### src/rtl/irq_sequencer_pkg.sv
// Shared definitions for the interrupt entry/exit sequencer: FSM encoding and
// the width helpers used to size the PC word count and source index.
package irq_sequencer_pkg;

   typedef enum logic [2:0] {
      S_IDLE   = 3'd0,
      S_DRAIN  = 3'd1,
      S_PUSH   = 3'd2,
      S_VECTOR = 3'd3,
      S_POP    = 3'd4,
      S_RESUME = 3'd5
   } state_t;

   function automatic int calc_pc_words(input int addr_w, input int data_w);
      return (addr_w + data_w - 1) / data_w;
   endfunction

   function automatic int calc_id_w(input int n_irq);
      return (n_irq > 1) ? $clog2(n_irq) : 1;
   endfunction

   function automatic int max2(input int a, input int b);
      return (a > b) ? a : b;
   endfunction

endpackage

### src/rtl/irq_sequencer_prio.sv
// Fixed-priority arbiter over the eligible interrupt sources; the lowest
// index wins.
module irq_priority_encoder #(
   parameter int N_IRQ = 4,
   parameter int ID_W  = 2
) (
   input  logic [N_IRQ-1:0] req_i,
   output logic             valid_o,
   output logic [ID_W-1:0]  id_o
);

   always_comb begin
      valid_o = |req_i;
      id_o    = '0;
      // Descending scan so the last hit, the lowest index, is the one kept.
      for (int i = N_IRQ - 1; i >= 0; i--) begin
         if (req_i[i]) id_o = ID_W'(i);
      end
   end

endmodule

### src/rtl/irq_sequencer.sv
// Interrupt entry/exit sequencer: drains the pipeline, pushes PC and CCR,
// vectors to the handler, and restores PC/CCR on RTI.
module irq_sequencer
   import irq_sequencer_pkg::*;
#(
   parameter int DATA_W       = 16,
   parameter int ADDR_W       = 32,
   parameter int FLAG_W       = 3,
   parameter int N_IRQ        = 4,
   parameter int DRAIN_CYCLES = 3,
   parameter int VEC_BASE     = 0,
   parameter int VEC_STRIDE   = 2,
   localparam int PC_WORDS    = calc_pc_words(ADDR_W, DATA_W),
   localparam int ID_W        = calc_id_w(N_IRQ)
) (
   input  logic              clk,
   input  logic              reset,
   input  logic [N_IRQ-1:0]  irq,
   input  logic [N_IRQ-1:0]  irq_mask,
   input  logic [ADDR_W-1:0] pc_resume,
   input  logic [FLAG_W-1:0] ccr_in,
   input  logic              branch_pending,
   input  logic              rti,
   input  logic              push_ready,
   input  logic              pop_valid,
   input  logic [DATA_W-1:0] pop_data,
   output logic              stall_fetch,
   output logic              flush,
   output logic              push_req,
   output logic [DATA_W-1:0] push_data,
   output logic              pop_req,
   output logic              pc_load,
   output logic [ADDR_W-1:0] pc_load_value,
   output logic              ccr_load,
   output logic [FLAG_W-1:0] ccr_load_value,
   output logic              in_service,
   output logic [ID_W-1:0]   active_id,
   output logic              spurious_rti,
   output state_t            dbg_state
);

   // Handshakes: a push word transfers on a cycle with push_req && push_ready,
   // and push_data is held stable while push_req && !push_ready. A pop beat is
   // consumed on a cycle with pop_req && pop_valid; pop_valid alone is ignored.

   localparam int PCW     = PC_WORDS * DATA_W;
   localparam int CNT_MAX = max2(DRAIN_CYCLES, PC_WORDS + 1);
   localparam int CNT_W   = $clog2(CNT_MAX + 1);
   localparam logic [CNT_W-1:0] DRAIN_LAST = CNT_W'(DRAIN_CYCLES - 1);
   localparam logic [CNT_W-1:0] LAST_WORD  = CNT_W'(PC_WORDS);

   state_t              state_q, state_d;
   logic [N_IRQ-1:0]    irq_q;
   logic                arm_q;
   logic [N_IRQ-1:0]    pend_q, pend_d;
   logic [ID_W-1:0]     active_id_q, active_id_d;
   logic                in_service_q, in_service_d;
   logic [PCW-1:0]      pc_snap_q, pc_snap_d;
   logic [FLAG_W-1:0]   ccr_snap_q, ccr_snap_d;
   logic [CNT_W-1:0]    cnt_q, cnt_d;
   logic [PCW-1:0]      pop_pc_q, pop_pc_d;
   logic [FLAG_W-1:0]   pop_ccr_q, pop_ccr_d;

   logic [N_IRQ-1:0]    irq_rise;
   logic [N_IRQ-1:0]    eligible;
   logic [N_IRQ-1:0]    take_clr;
   logic                win_valid;
   logic [ID_W-1:0]     win_id;
   logic                take;
   int                  push_idx;

   // A level already high when reset releases is not treated as a new edge.
   assign irq_rise = arm_q ? (irq & ~irq_q) : '0;
   assign eligible = pend_q & ~irq_mask;
   assign take_clr = take ? (N_IRQ'(1) << win_id) : '0;
   assign pend_d   = (pend_q & ~take_clr) | irq_rise;
   assign push_idx = (cnt_q < LAST_WORD) ? (PC_WORDS - 1 - int'(cnt_q)) : 0;

   irq_priority_encoder #(
      .N_IRQ (N_IRQ),
      .ID_W  (ID_W)
   ) u_prio (
      .req_i   (eligible),
      .valid_o (win_valid),
      .id_o    (win_id)
   );

   always_ff @(posedge clk or posedge reset) begin
      if (reset) begin
         state_q      <= S_IDLE;
         irq_q        <= '0;
         arm_q        <= 1'b0;
         pend_q       <= '0;
         active_id_q  <= '0;
         in_service_q <= 1'b0;
         pc_snap_q    <= '0;
         ccr_snap_q   <= '0;
         cnt_q        <= '0;
         pop_pc_q     <= '0;
         pop_ccr_q    <= '0;
      end else begin
         state_q      <= state_d;
         irq_q        <= irq;
         arm_q        <= 1'b1;
         pend_q       <= pend_d;
         active_id_q  <= active_id_d;
         in_service_q <= in_service_d;
         pc_snap_q    <= pc_snap_d;
         ccr_snap_q   <= ccr_snap_d;
         cnt_q        <= cnt_d;
         pop_pc_q     <= pop_pc_d;
         pop_ccr_q    <= pop_ccr_d;
      end
   end

   always_comb begin
      state_d      = state_q;
      active_id_d  = active_id_q;
      in_service_d = in_service_q;
      pc_snap_d    = pc_snap_q;
      ccr_snap_d   = ccr_snap_q;
      cnt_d        = cnt_q;
      pop_pc_d     = pop_pc_q;
      pop_ccr_d    = pop_ccr_q;
      take         = 1'b0;
      unique case (state_q)
         S_IDLE: begin
            // RTI is checked first so it wins over a request in the same cycle.
            if (in_service_q) begin
               if (rti) begin
                  state_d = S_POP;
                  cnt_d   = '0;
               end
            end else if (win_valid && !branch_pending) begin
               take        = 1'b1;
               active_id_d = win_id;
               pc_snap_d   = PCW'(pc_resume);
               ccr_snap_d  = ccr_in;
               cnt_d       = '0;
               state_d     = S_DRAIN;
            end
         end
         S_DRAIN: begin
            if (cnt_q == DRAIN_LAST) begin
               cnt_d   = '0;
               state_d = S_PUSH;
            end else begin
               cnt_d = cnt_q + 1'b1;
            end
         end
         S_PUSH: begin
            if (push_ready) begin
               if (cnt_q == LAST_WORD) begin
                  cnt_d   = '0;
                  state_d = S_VECTOR;
               end else begin
                  cnt_d = cnt_q + 1'b1;
               end
            end
         end
         S_VECTOR: begin
            in_service_d = 1'b1;
            state_d      = S_IDLE;
         end
         S_POP: begin
            if (pop_valid) begin
               if (cnt_q == '0) begin
                  pop_ccr_d = pop_data[FLAG_W-1:0];
               end else begin
                  pop_pc_d[(int'(cnt_q) - 1) * DATA_W +: DATA_W] = pop_data;
               end
               if (cnt_q == LAST_WORD) begin
                  cnt_d   = '0;
                  state_d = S_RESUME;
               end else begin
                  cnt_d = cnt_q + 1'b1;
               end
            end
         end
         S_RESUME: begin
            in_service_d = 1'b0;
            state_d      = S_IDLE;
         end
         default: state_d = S_IDLE;
      endcase
   end

   always_comb begin
      stall_fetch    = 1'b0;
      flush          = 1'b0;
      push_req       = 1'b0;
      push_data      = '0;
      pop_req        = 1'b0;
      pc_load        = 1'b0;
      pc_load_value  = '0;
      ccr_load       = 1'b0;
      ccr_load_value = '0;
      spurious_rti   = 1'b0;
      unique case (state_q)
         S_IDLE: begin
            if (rti) begin
               if (in_service_q) begin
                  stall_fetch = 1'b1;
                  flush       = 1'b1;
               end else begin
                  spurious_rti = 1'b1;
               end
            end
         end
         S_DRAIN: stall_fetch = 1'b1;
         S_PUSH: begin
            stall_fetch = 1'b1;
            push_req    = 1'b1;
            push_data   = (cnt_q < LAST_WORD) ? pc_snap_q[push_idx * DATA_W +: DATA_W]
                                              : DATA_W'(ccr_snap_q);
         end
         S_VECTOR: begin
            stall_fetch   = 1'b1;
            flush         = 1'b1;
            pc_load       = 1'b1;
            pc_load_value = ADDR_W'(VEC_BASE) + ADDR_W'(active_id_q) * ADDR_W'(VEC_STRIDE);
         end
         S_POP: begin
            stall_fetch = 1'b1;
            pop_req     = 1'b1;
         end
         S_RESUME: begin
            stall_fetch    = 1'b1;
            pc_load        = 1'b1;
            pc_load_value  = pop_pc_q[ADDR_W-1:0];
            ccr_load       = 1'b1;
            ccr_load_value = pop_ccr_q;
         end
         default: stall_fetch = 1'b0;
      endcase
   end

   assign in_service = in_service_q;
   assign active_id  = active_id_q;
   assign dbg_state  = state_q;

endmodule

### config.mk
export PLATFORM = sky130hd
export DESIGN_NAME = irq_sequencer
export DESIGN_NICKNAME = d
export VERILOG_FILES = /design/src/rtl/irq_sequencer_pkg.sv /design/src/rtl/irq_sequencer_prio.sv /design/src/rtl/irq_sequencer.sv
export SDC_FILE = /design/constraint.sdc
export NUM_CORES = 1
export LEC_CHECK = 0
export ABC_CLOCK_PERIOD_IN_PS = 5500
export CAP_MARGIN = 20
export CORE_MARGIN = 1.5
export CORE_UTILIZATION = 50
export DETAILED_ROUTE_END_ITERATION = 8
export PLACE_DENSITY = 0.82
export REMOVE_ABC_BUFFERS = 1
export SLEW_MARGIN = 15
export SYNTH_ARGS = -nofsm -noshare
export SYNTH_HDL_FRONTEND = slang
export SYNTH_SLANG_ARGS = --single-unit
### constraint.sdc
create_clock -name clk -period 5.5 [get_ports clk]
set_input_delay 1.375 -clock clk [delete_from_list [all_inputs] [get_ports clk]]
set_output_delay 1.375 -clock clk [all_outputs]
set_load 0.03 [all_outputs]
Word level (Yosys, flattened, before mapping)
Index checks and enable logic that the tools add are counted.
{"block": "word_totals", "wordCells": 99, "regBits": 87, "inputBits": 65, "output_inout_bits": 64}
{"block": "op_classes", "n_eq_ne": 13, "add_sub_neg": 4, "mux": 43, "reduce_logical": 14, "shift": 4, "order_cmp": 1, "n_bitwise": 9}
{"cell": "case mux 32 bit (2 select lines)", "n": 1}
{"cell": "negator 7 -> 33 bit", "n": 1}
{"cell": "variable shift 16 x 33 -> 32 bit, first input constant", "n": 1}
{"cell": "variable part select 16 x 33 -> 32 bit", "n": 1}
{"cell": "bitwise mux 32 bit", "n": 1}
{"cell": "2-to-1 mux 16 bit", "n": 2}
{"cell": "variable part select 32 x 32 -> 16 bit", "n": 1}
{"cell": "2-to-1 mux 28 bit", "n": 1}
{"cell": "2-to-1 mux 3 bit", "n": 9}
{"cell": "2-to-1 mux 2 bit", "n": 10}
{"cell": "AND 4 bit", "n": 3}
{"cell": "2-to-1 mux 1 bit", "n": 12}
{"cell": "NOT 4 bit", "n": 3}
{"cell": "case mux 3 bit (4 select lines)", "n": 1}
{"cell": "!= test 2 bit, second input constant", "n": 5}
{"cell": "AND reduction 3 bit", "n": 3}
{"cell": "2-to-1 mux 4 bit", "n": 2}
{"cell": "case mux 2 bit (4 select lines)", "n": 1}
{"cell": "AND reduction 7 bit", "n": 1}
{"cell": "== test 3 x 2 -> 1 bit, second input constant", "n": 2}
{"cell": "== test 3 bit, second input constant", "n": 2}
{"cell": "!= test 3 bit, second input constant", "n": 2}
{"cell": "case mux 1 bit (2 select lines)", "n": 3}
{"cell": "AND reduction 5 bit", "n": 1}
{"cell": "other kinds (18)", "n": 19}

Longest topological paths before layout
Gate-level depths: netlist of the first run.
{"block": "depth", "depth_word": 11, "ltp_mapped": 10, "ltp_nobuf": 6}

Cells and area by module
A second synthesis of the first run with hierarchy kept.
{"block": "hier_totals", "hier_cells": 414, "area_unflattened_um2": 4274.1}
{"mod": "irq_sequencer", "area_per_inst_um2": 4239.1, "cells_each": 407, "seq_area_each_um2": 2177.1, "n_inst": 1}
{"mod": "irq_priority_encoder", "area_per_inst_um2": 35.0, "cells_each": 7, "seq_area_each_um2": 0.0, "n_inst": 1}

Worst setup path after synthesis of the first run
No wires, ideal clock.
{"block": "synth_path", "kind": "flip-flop to output port", "startpoint": "reg state_q[0], in the netlist dbg_state[0]", "endpoint": "out push_data[10]", "required_ns": 4.125, "arrival_time_ns": 2.284, "setup_slack_ns": 1.841, "stages_incl_launch_ff": 8, "path_buffers": 3, "path_cell_list": "dfrtp_1 buf_6 or3b_2 clkbuf_2 inv_1 nand2_1 buf_2 nor2_1"}
{"block": "synth_via", "elab_chain_cells": 2}
{"element": "from (decl)", "line_no": "irq_sequencer.sv:52", "source": "state_t state_q, state_d;"}
{"element": "from (signal assigned)", "line_no": "irq_sequencer.sv:102", "source": "state_q <= state_d;"}
{"element": "== test 3 x 2 -> 1 bit", "line_no": "irq_sequencer.sv:199", "source": "unique case (state_q)"}
{"element": "2-to-1 mux 16 bit", "line_no": "irq_sequencer.sv:199"}
{"element": "to (decl)", "line_no": "irq_sequencer.sv:30", "source": "output logic [DATA_W-1:0] push_data,"}
Every way passes these cells.

Worst setup path after layout of the first run
{"block": "layout_path", "startpoint": "reg state_q[1], in the netlist dbg_state[1]", "endpoint": "out push_data[6]"}
Same word-level chain as after synthesis.

==> summary.txt, run 1 <==
setup bufs post-CTS = 0
number of flops mapped to enable cells by yosys = 0
Synth Area in Simple Gates = 18.4%
Max Slew Vio Count = 0
RSZ-0062 raised after global routing = false
# diodes = 0
largest family of logic cells by synthesized area = simple AND/OR/NAND/NOR gates
Worst Path Required = 4.12 ns
Syn Inst Count = 415
GR Util met3 = 4.85%
reg2reg setup slack = 3.02 ns
reg2reg start = cnt_q[1]
Post-DRT Antenna Nets = 0
cell area power density = 461 nW/um^2
share of cells above drive strength 1 = 13.1%
minimum clock period = 4.43 ns
Min-Delay Path Class = register to register
most common cell after layout, fill and taps aside = clkdlybuf4s50_1
cts hold-fix bufs = 0
crit path max fanout = 18
total core area = 8340 sq um
clk sinks = 87
Ports = 129
Final Hold Viols = 0
mux share of post-synthesis cell area = 16.4%
CTS HTree Levels = 3
total global routing overflow = 0
GRT Total Usage = 22.1%
IO buf count = 128
HPWL after DPL = 7000 um
Die Ht = 96.5 um
startpoint types = register
Reg clk slew, reported paths = 0.09 ns
clock buffer depth = 2
final wirelength = 9870 um
via count = 3450
met2 GRT Util = 37.9%
Worst path depth = 5
Final Cycle Share = 80.5%
GR Layer Usage met1 = 27.6%
FF-to-FF path depth = 6
TritonCTS buffer count = 9
Ys Warns = 0
drt wl/cell = 15.4 um
1st-iter DRT viols = 131
Clk Latency, worst-skew pair = 0.35 ns
dpl cell area = 5670 sq um
status = complete, no violations
Finished Cell Area = 5930 sq um
crit path cell chain = or3b_2 > inv_1 > nand2_1 > nor2_1 > clkdlybuf4s50_1
hold path startpoint = irq_q[2]
post-route setup TNS = 0 ns
FF-to-FF End = pop_pc_q[17]
Syn Area/Cell = 10.5 sq um
DRT Pass-1 Iters = 4
FILL cells = 604
# rows = 33
Final Wtd Congestion = 0.790
Register Area = 2180 sq um
commonest non-fill, non-tap cells in the layout = 128 x clkdlybuf4s50_1, 87 x dfrtp_1, 75 x nand2_1, 38 x o21ai_0, 34 x and3_1
commonest register cell after synthesis = dfrtp_1
number of global-route vias before repair = 3328
multi-input combinational cell area = 2020 sq um
Max Cap Viol = 0
Post-Synth Adder-Cell Area = 1.72%
crit-path leading delay family = simple AND/OR/NAND/NOR gates
CP bufs+invs = 2
hold worst-path end = pend_q[2]
FF+latch count, synth = 87
cts repair resizes = 0
synth unique cells = 47
max incr delay on CP = 0.71 ns
GR peak layer = met2
Worst Max-Slew Pin Slew = 1.03 ns
worst ir drop on vdd = 0.000208 V
Slew headroom = 30.9%
first-pass GRT wire length = 15800 um
WHS = 0.429 ns
LEAKAGE = 2.70 nW
residual DRC count = 0
CTS tree = built
CP max-delay cell = dfrtp_1
DR vias/cell = 5.38
post-synthesis compound-gate area fraction = 9.13%
Total Power = 0.00273 W
Worst Setup Path Type = register to output pin
hold depth = 1
Die Width = 96.5 um
Seq/Total Area, Yosys = 49.8%
final core utilization = 71.1%
largest net degree at the start of global routing = 49
initial antenna violation count = 0
CP Data Arrival Time = 3.06 ns
initial cell density of the core = 52.4%
clock skew = 0.0106 ns
XOR/XNOR Fraction of Synth Area = 0.200%
final setup fails = 0
nature of the critical path endpoint = output pin
nets@finish = 602
FFs w/ async S/R, synth = 100%
fmax = 226 MHz
Mapped Area = 4370 sq um
Synth-to-Final Area Change = 35.7%
die area = 9310 sq um
Root Driver = clkbuf_8
state kept, by name, summed over array words and instances, names as in the netlist, 2 cells and up:
| register | cells |
|---|---|
| pop_pc_q | 32 |
| pend_q | 4 |
| pc_snap_q | 32 |
| active_id | 2 |
| ccr_snap_q | 3 |
| irq_q | 4 |
| pop_ccr_q | 3 |
| cnt_q | 2 |
| dbg_state | 3 |
cells by family (layout without fill, tap and decap cells):
kind of cell               after synthesis  in the layout
buffers and inverters                   36            157
xor gates and xnor gates                 1              1
adders and majority gates                6              6
other                                    1              1
and+or+nand+nor                        162            162
DFF                                     87             87
AOI/OAI and AO/OA                       66             66
muxes                                   56             56
metrics by stage:
stage	setup WS (ns)	cells
after floorplan	0.799	386
after global placement	1.19	623
after detailed placement	1.08	623
after CTS	0.954	639
after global routing	0.936	641
final	1.07	641
power breakdown:
| part | leakage (nW) | switching, W | internal [W] | total, W |
|---|---|---|---|---|
| Sequential | 1.10 | 0.000175 | 0.000901 | 0.00108 |
| Combinational | 1.47 | 0.000580 | 0.000572 | 0.00115 |
| Clock | 0.117 | 0.000234 | 0.000272 | 0.000506 |
layer usage:
metal  vias up  wire [um]
li1       1655          -
met1      1651       4260
met2       131       4760
met3        13        721
met4         0        126
met5         -          0
cell usage after synthesis (2+ instances only):
master	number	share of area, %
inv_1	7	0.60
and3_1	34	4.9
o211ai_1	2	0.34
dfrtp_1	87	50
nor2_1	23	2.0
ha_1	6	1.7
nor2b_1	5	0.72
buf_6	5	1.3
clkbuf_1	18	1.5
mux2_4	29	10
o21ai_0	38	4.4
nand3_1	3	0.34
mux2i_1	17	3.9
a32o_1	2	0.46
a21oi_1	7	0.80
mux2_2	10	2.6
nand2b_1	5	0.72
and2_1	4	0.57
a22oi_1	2	0.34
a21boi_0	2	0.34
nor3b_1	2	0.34
o31ai_1	2	0.34
nand2_1	75	6.4
nand3b_1	4	0.69
buf_2	4	0.46
cell type report:
cell class / instances / area share [%]
clock buffer: 10 / 2.32
clock inverter: 6 / 1.54
inverter: 7 / 0.464
multi-input combinational: 292 / 34.1
sequential: 87 / 36.7
tap: 105 / 2.22
timing repair buffer: 134 / 22.6
worst max path at each step:
| stage | from | slack, ns | end |
|---|---|---|---|
| after floorplan | irq_mask[1] | 0.80 | active_id[0] |
| after global placement | rti | 1.19 | stall_fetch |
| after detailed placement | rti | 1.08 | stall_fetch |
| after CTS | cnt_q[1] | 0.95 | push_data[0] |
| after global routing | dbg_state[1] | 0.94 | push_data[3] |
| final | dbg_state[1] | 1.07 | push_data[6] |
(Power assumes the default switching activity.)
==> run 2: changes to the inputs <==
ABC_CLOCK_PERIOD_IN_PS = 4550   (was 5500)
CORE_UTILIZATION = 48   (was 50)
PLACE_DENSITY = 0.79   (was 0.82)
clock period = 4.55 ns   (was 5.5 ns; I/O delays follow)
==> run 2 against run 1 <==
  * Flip-flop and latch count unchanged
  * Clock skew is 0.0043 ns lower
  * Critical path depth unchanged
  * Clock power rose by 4%
  * Global-route usage fell by 1.4 points
  * Cell area down 0.53%
  * Worst setup slack lost 0.61 ns
  * Combinational power rose by 20%
  * Sequential share of layout area grew 0.19 points
  * First-iteration DRC count is 38% higher
  * Largest cell class unchanged
==> summary.txt, run 2 (synthesized netlist as in run 1, its figures left out) <==
status = complete, no violations
Clk Latency, worst-skew pair = 0.34 ns
commonest non-fill, non-tap cells in the layout = 128 x clkdlybuf4s50_1, 87 x dfrtp_1, 75 x nand2_1, 38 x o21ai_0, 34 x and3_1
largest net degree at the start of global routing = 52
number of global-route vias before repair = 3313
residual DRC count = 0
post-route setup TNS = 0 ns
fmax = 244 MHz
nets@finish = 603
Max Slew Vio Count = 0
FILL cells = 706
crit-path leading delay family = simple AND/OR/NAND/NOR gates
cts repair resizes = 0
RSZ-0062 raised after global routing = false
Die Ht = 98.4 um
Final Cycle Share = 89.9%
# diodes = 0
worst ir drop on vdd = 0.000271 V
Ports = 129
# rows = 34
most common cell after layout, fill and taps aside = clkdlybuf4s50_1
IO buf count = 128
CP max-delay cell = dfrtp_1
GR Layer Usage met1 = 27.9%
clock buffer depth = 2
Min-Delay Path Class = register to register
via count = 3400
Worst Path Required = 3.41 ns
share of cells above drive strength 1 = 13.1%
non-filler cells, final = 644
GRT Total Usage = 20.6%
Regs by FF count = pc_snap_q: 32 flops, pop_pc_q: 32 flops
Worst Setup Path Type = register to output pin
1st-iter DRT viols = 181
Worst Max-Slew Pin Slew = 1.00 ns
nature of the critical path endpoint = output pin
Final Wtd Congestion = 0.797
final wirelength = 9690 um
multi-input combinational cell area = 2020 sq um
Reg clk slew, reported paths = 0.09 ns
crit path max fanout = 18
total global routing overflow = 0
setup bufs post-CTS = 0
CP Data Arrival Time = 2.96 ns
HPWL after DPL = 6960 um
DRT Pass-1 Iters = 4
Slew headroom = 32.8%
met2 GRT Util = 32.1%
CTS tree = built
CTS HTree Levels = 3
Die Width = 98.4 um
final setup fails = 0
initial cell density of the core = 49.9%
TritonCTS buffer count = 9
die area = 9690 sq um
Register Area = 2180 sq um
Max Cap Viol = 0
clock skew = 0.00630 ns
placed cells = 628
clk sinks = 87
crit path cell chain = or3b_2 > inv_1 > nand2_1 > nor2_1 > clkdlybuf4s50_1
DR vias/cell = 5.28
first-pass GRT wire length = 16200 um
Root Driver = clkbuf_8
Synth-to-Final Area Change = 35.0%
Final Hold Viols = 0
Post-DRT Antenna Nets = 0
cts hold-fix bufs = 0
cell area power density = 545 nW/um^2
total core area = 8760 sq um
minimum clock period = 4.09 ns
CP bufs+invs = 2
drt wl/cell = 15.0 um
max incr delay on CP = 0.70 ns
initial antenna violation count = 0
GR peak layer = met2
startpoint types = register
GR Util met3 = 6.17%
LEAKAGE = 2.67 nW
-- run 2: cell count changes in the layout (fill, tap and decap cells not counted) --
| cell | before | now |
|---|---|---|
| buf_4 | 4 | 6 |
| clkinv_4 | 1 | 0 |
| buf_8 | 2 | 1 |
| clkbuf_8 | 10 | 9 |
| clkinv_2 | 2 | 1 |
| clkinvlp_4 | 0 | 3 |
| bufinv_16 | 2 | 1 |
-- run 2: power breakdown --
part | switching [W] | total [W] | internal [W]
clock | 0.000270 | 0.000525 | 0.000254
sequential | 0.000215 | 0.00130 | 0.00109
combinational | 0.000699 | 0.00138 | 0.000685
total | 0.00118 | 0.00321 | 0.00203
-- run 2: per-stage QoR --
stage                     util [%]  hold slack, ns  instance area, sq um  power, W  setup WS, ns
after floorplan                  -           0.410                  4210   0.00225        0.0862
after global placement        64.9           0.416                  5690   0.00264         0.731
after detailed placement      64.9           0.422                  5690   0.00270         0.672
after CTS                     67.1           0.435                  5880   0.00324         0.387
after global routing          67.3           0.448                  5900   0.00344         0.246
final                         67.3           0.432                  5900   0.00321         0.457
-- run 2: final timing paths --
path,from,to,slack (ns),cells after the start
worst min register to register,irq_q[2],pend_q[2],0.43,1
worst min-delay path,irq_q[2],pend_q[2],0.43,1
worst max register to register,cnt_q[1],pop_pc_q[20],1.98,6
worst max-delay path,dbg_state[1],push_data[10],0.46,5
min in group asynchronous,reset,pop_pc_q[3],1.20,3
max in group asynchronous,reset,ccr_snap_q[1],2.84,3
-- run 2: area by class of cell --
class / instances / area share (%)
tap: 108 / 2.29
clock buffer: 9 / 2.10
inverter: 7 / 0.467
clock inverter: 6 / 1.19
timing repair buffer: 135 / 22.7
sequential: 87 / 36.9
multi-input combinational: 292 / 34.3
-- run 2: metal layers --
layer	vias up	wire length (um)	share of wire (%)
met3	15	787	8.1
met5	-	0	0
met4	0	139	1.4
li1	1656	-	-
met2	116	4590	47
met1	1613	4170	43
==> run 3: changes to the inputs <==
CORE_UTILIZATION = 50   (was 48)
DONT_BUFFER_PORTS = 1   (was not set)
PLACE_DENSITY = 0.63   (was 0.79)
==> run 3 against run 2 <==
  * Worst setup slack gained 0.25 ns
  * Routed wire length shrank 5.9%
  * Largest cell class unchanged
  * Register-to-register slack gained 0.24 ns
  * Sequential power is essentially flat
  * Non-clock buffer count shrank 113
  * Total power shrank 4.8%
  * Combinational power shrank 12%
  * Hold slack gained 0.011 ns
  * Utilization shrank 11 points
==> summary.txt, run 3 (synthesized netlist as in run 1, its figures left out) <==
status = complete, no violations
nets@finish = 490
Reg power frac = 42.7%
dpl cell area = 4500 sq um
Switch Pwr = 0.00117 W
Max Slew Vio Count = 0
clk sinks = 87
Worst Setup Slack, final = 0.708 ns
final core utilization = 56.8%
LEAKAGE = 2.29 nW
FILL cells = 722
Finished Cell Area = 4740 sq um
share of cells above drive strength 1 = 20.0%
hold path startpoint = irq_q[2]
Top Layer Used = met4
most common cell after layout, fill and taps aside = dfrtp_1
RSZ-0062 raised after global routing = false
reg2reg setup slack = 2.22 ns
Final Cycle Share = 84.4%
wire length on met3 = 794 um
DR vias/cell = 5.60
Worst Path Required = 3.41 ns
part of the power in combinational logic = 39.6%
hold worst-path end = pend_q[2]
Register Area = 2180 sq um
drt wl/cell = 17.2 um
GRT Total Usage = 20.5%
clock skew = 0.0118 ns
initial antenna violation count = 0
multi-input combinational cell area = 2020 sq um
1st-iter DRT viols = 66
# rows = 33
clock buffer depth = 2
nature of the critical path endpoint = output pin
TritonCTS buffer count = 9
via count = 2965
cts hold-fix bufs = 0
Slew headroom = 39.3%
post-route setup TNS = 0 ns
largest net degree at the start of global routing = 52
clock share of power = 17.7%
Post-DRT Antenna Nets = 0
IO buf count = 0
Die Ht = 96.5 um
die area = 9310 sq um
CP Data Arrival Time = 2.70 ns
worst ir drop on vdd = 0.000350 V
crit path cell chain = buf_4 > or3b_2 > inv_1 > nand2_1 > nor2_1
max incr delay on CP = 0.58 ns
DRT Pass-1 Iters = 4
commonest non-fill, non-tap cells in the layout = 87 x dfrtp_1, 75 x nand2_1, 38 x o21ai_0, 34 x and3_1, 29 x mux2_4
cts repair resizes = 0
hold depth = 1
HPWL after DPL = 6210 um
cell area power density = 646 nW/um^2
final wirelength = 9120 um
# diodes = 0
Max Cap Viol = 0
Root Driver = clkbuf_8
Regs by FF count = pc_snap_q: 32 flops, pop_pc_q: 32 flops
Final Hold Viols = 0
total core area = 8340 sq um
Switching Fraction = 38.2%
Worst Setup Path Type = register to output pin
CP max-delay cell = or3b_2
crit path max fanout = 18
setup bufs post-CTS = 0
WHS = 0.443 ns
startpoint types = register
Die Width = 96.5 um
CTS HTree Levels = 3
CTS tree = built
routed length on met2 = 4000 um
final setup fails = 0
initial cell density of the core = 52.4%
fmax = 260 MHz
WL met1 = 4230 um
Reg clk slew, reported paths = 0.09 ns
Final Wtd Congestion = 0.763
Pint = 0.00189 W
reg2reg start = dbg_state[0]
FF-to-FF End = pc_snap_q[5]
total global routing overflow = 0
Worst Max-Slew Pin Slew = 0.911 ns
Clk Latency, worst-skew pair = 0.35 ns
first-pass GRT wire length = 14600 um
minimum clock period = 3.84 ns
residual DRC count = 0
Synth-to-Final Area Change = 8.39%
Ports = 129
Min-Delay Path Class = register to register
number of global-route vias before repair = 2913
Setup WS pre-CTS = 1.08 ns
FF-to-FF path depth = 6
-- run 3: changes by cell type in the layout (fill, tap and decap cells not counted), moves of 2 or more --
| cell | before | now |
|---|---|---|
| clkinvlp_4 | 3 | 1 |
| buf_4 | 6 | 20 |
| clkinv_4 | 0 | 2 |
| clkdlybuf4s50_1 | 128 | 0 |
-- run 3: cell type report --
| class | count | share of cell area [%] |
|---|---|---|
| sequential | 87 | 46.0 |
| multi-input combinational | 292 | 42.7 |
| timing repair buffer | 22 | 3.80 |
| tap | 105 | 2.77 |
| clock buffer | 10 | 2.69 |
| clock inverter | 6 | 1.45 |
| inverter | 7 | 0.581 |
-- run 3: per-layer routing --
metal,track usage (%),up-vias
met2,30.8,97
met4,7.37,0
met5,0,-
li1,-,1435
met1,27.4,1426
met3,7.12,7
-- run 3: worst max-delay path by stage --
stage | slack (ns) | to | startpoint | cells past startpoint
after CTS | 0.69 | push_data[14] | dbg_state[1] | 5
after global placement | 1.14 | push_data[14] | dbg_state[1] | 5
after global routing | 0.51 | push_data[14] | dbg_state[1] | 5
final | 0.71 | push_data[14] | dbg_state[1] | 5
after floorplan | 0.09 | active_id[0] | irq_mask[1] | 4
after detailed placement | 1.08 | push_data[14] | dbg_state[1] | 5
-- run 3: power by group through the flow --
stage	Combinational (W)	Sequential [W]	Clock (W)
6_report	0.00121	0.00131	0.000541
5_1_grt	0.00135	0.00135	0.000586
4_1_cts	0.00121	0.00131	0.000551
3_5_place_dp	0.00120	0.00132	0
3_3_place_gp	0.00117	0.00131	0
2_1_floorplan	0.000938	0.00131	0
-- run 3: stage by stage --
stage / std cells / power [W]
after floorplan: 386 / 0.00225
after global placement: 510 / 0.00248
after detailed placement: 510 / 0.00252
after CTS: 526 / 0.00306
after global routing: 529 / 0.00329
final: 529 / 0.00306
-- run 3: worst max-delay path: cells and delay by family (launching register included) --
kind,cells,cell delay [ns]
and+or+nand+nor,3,1.47
DFF,1,0.33
buffers and inverters,2,0.56
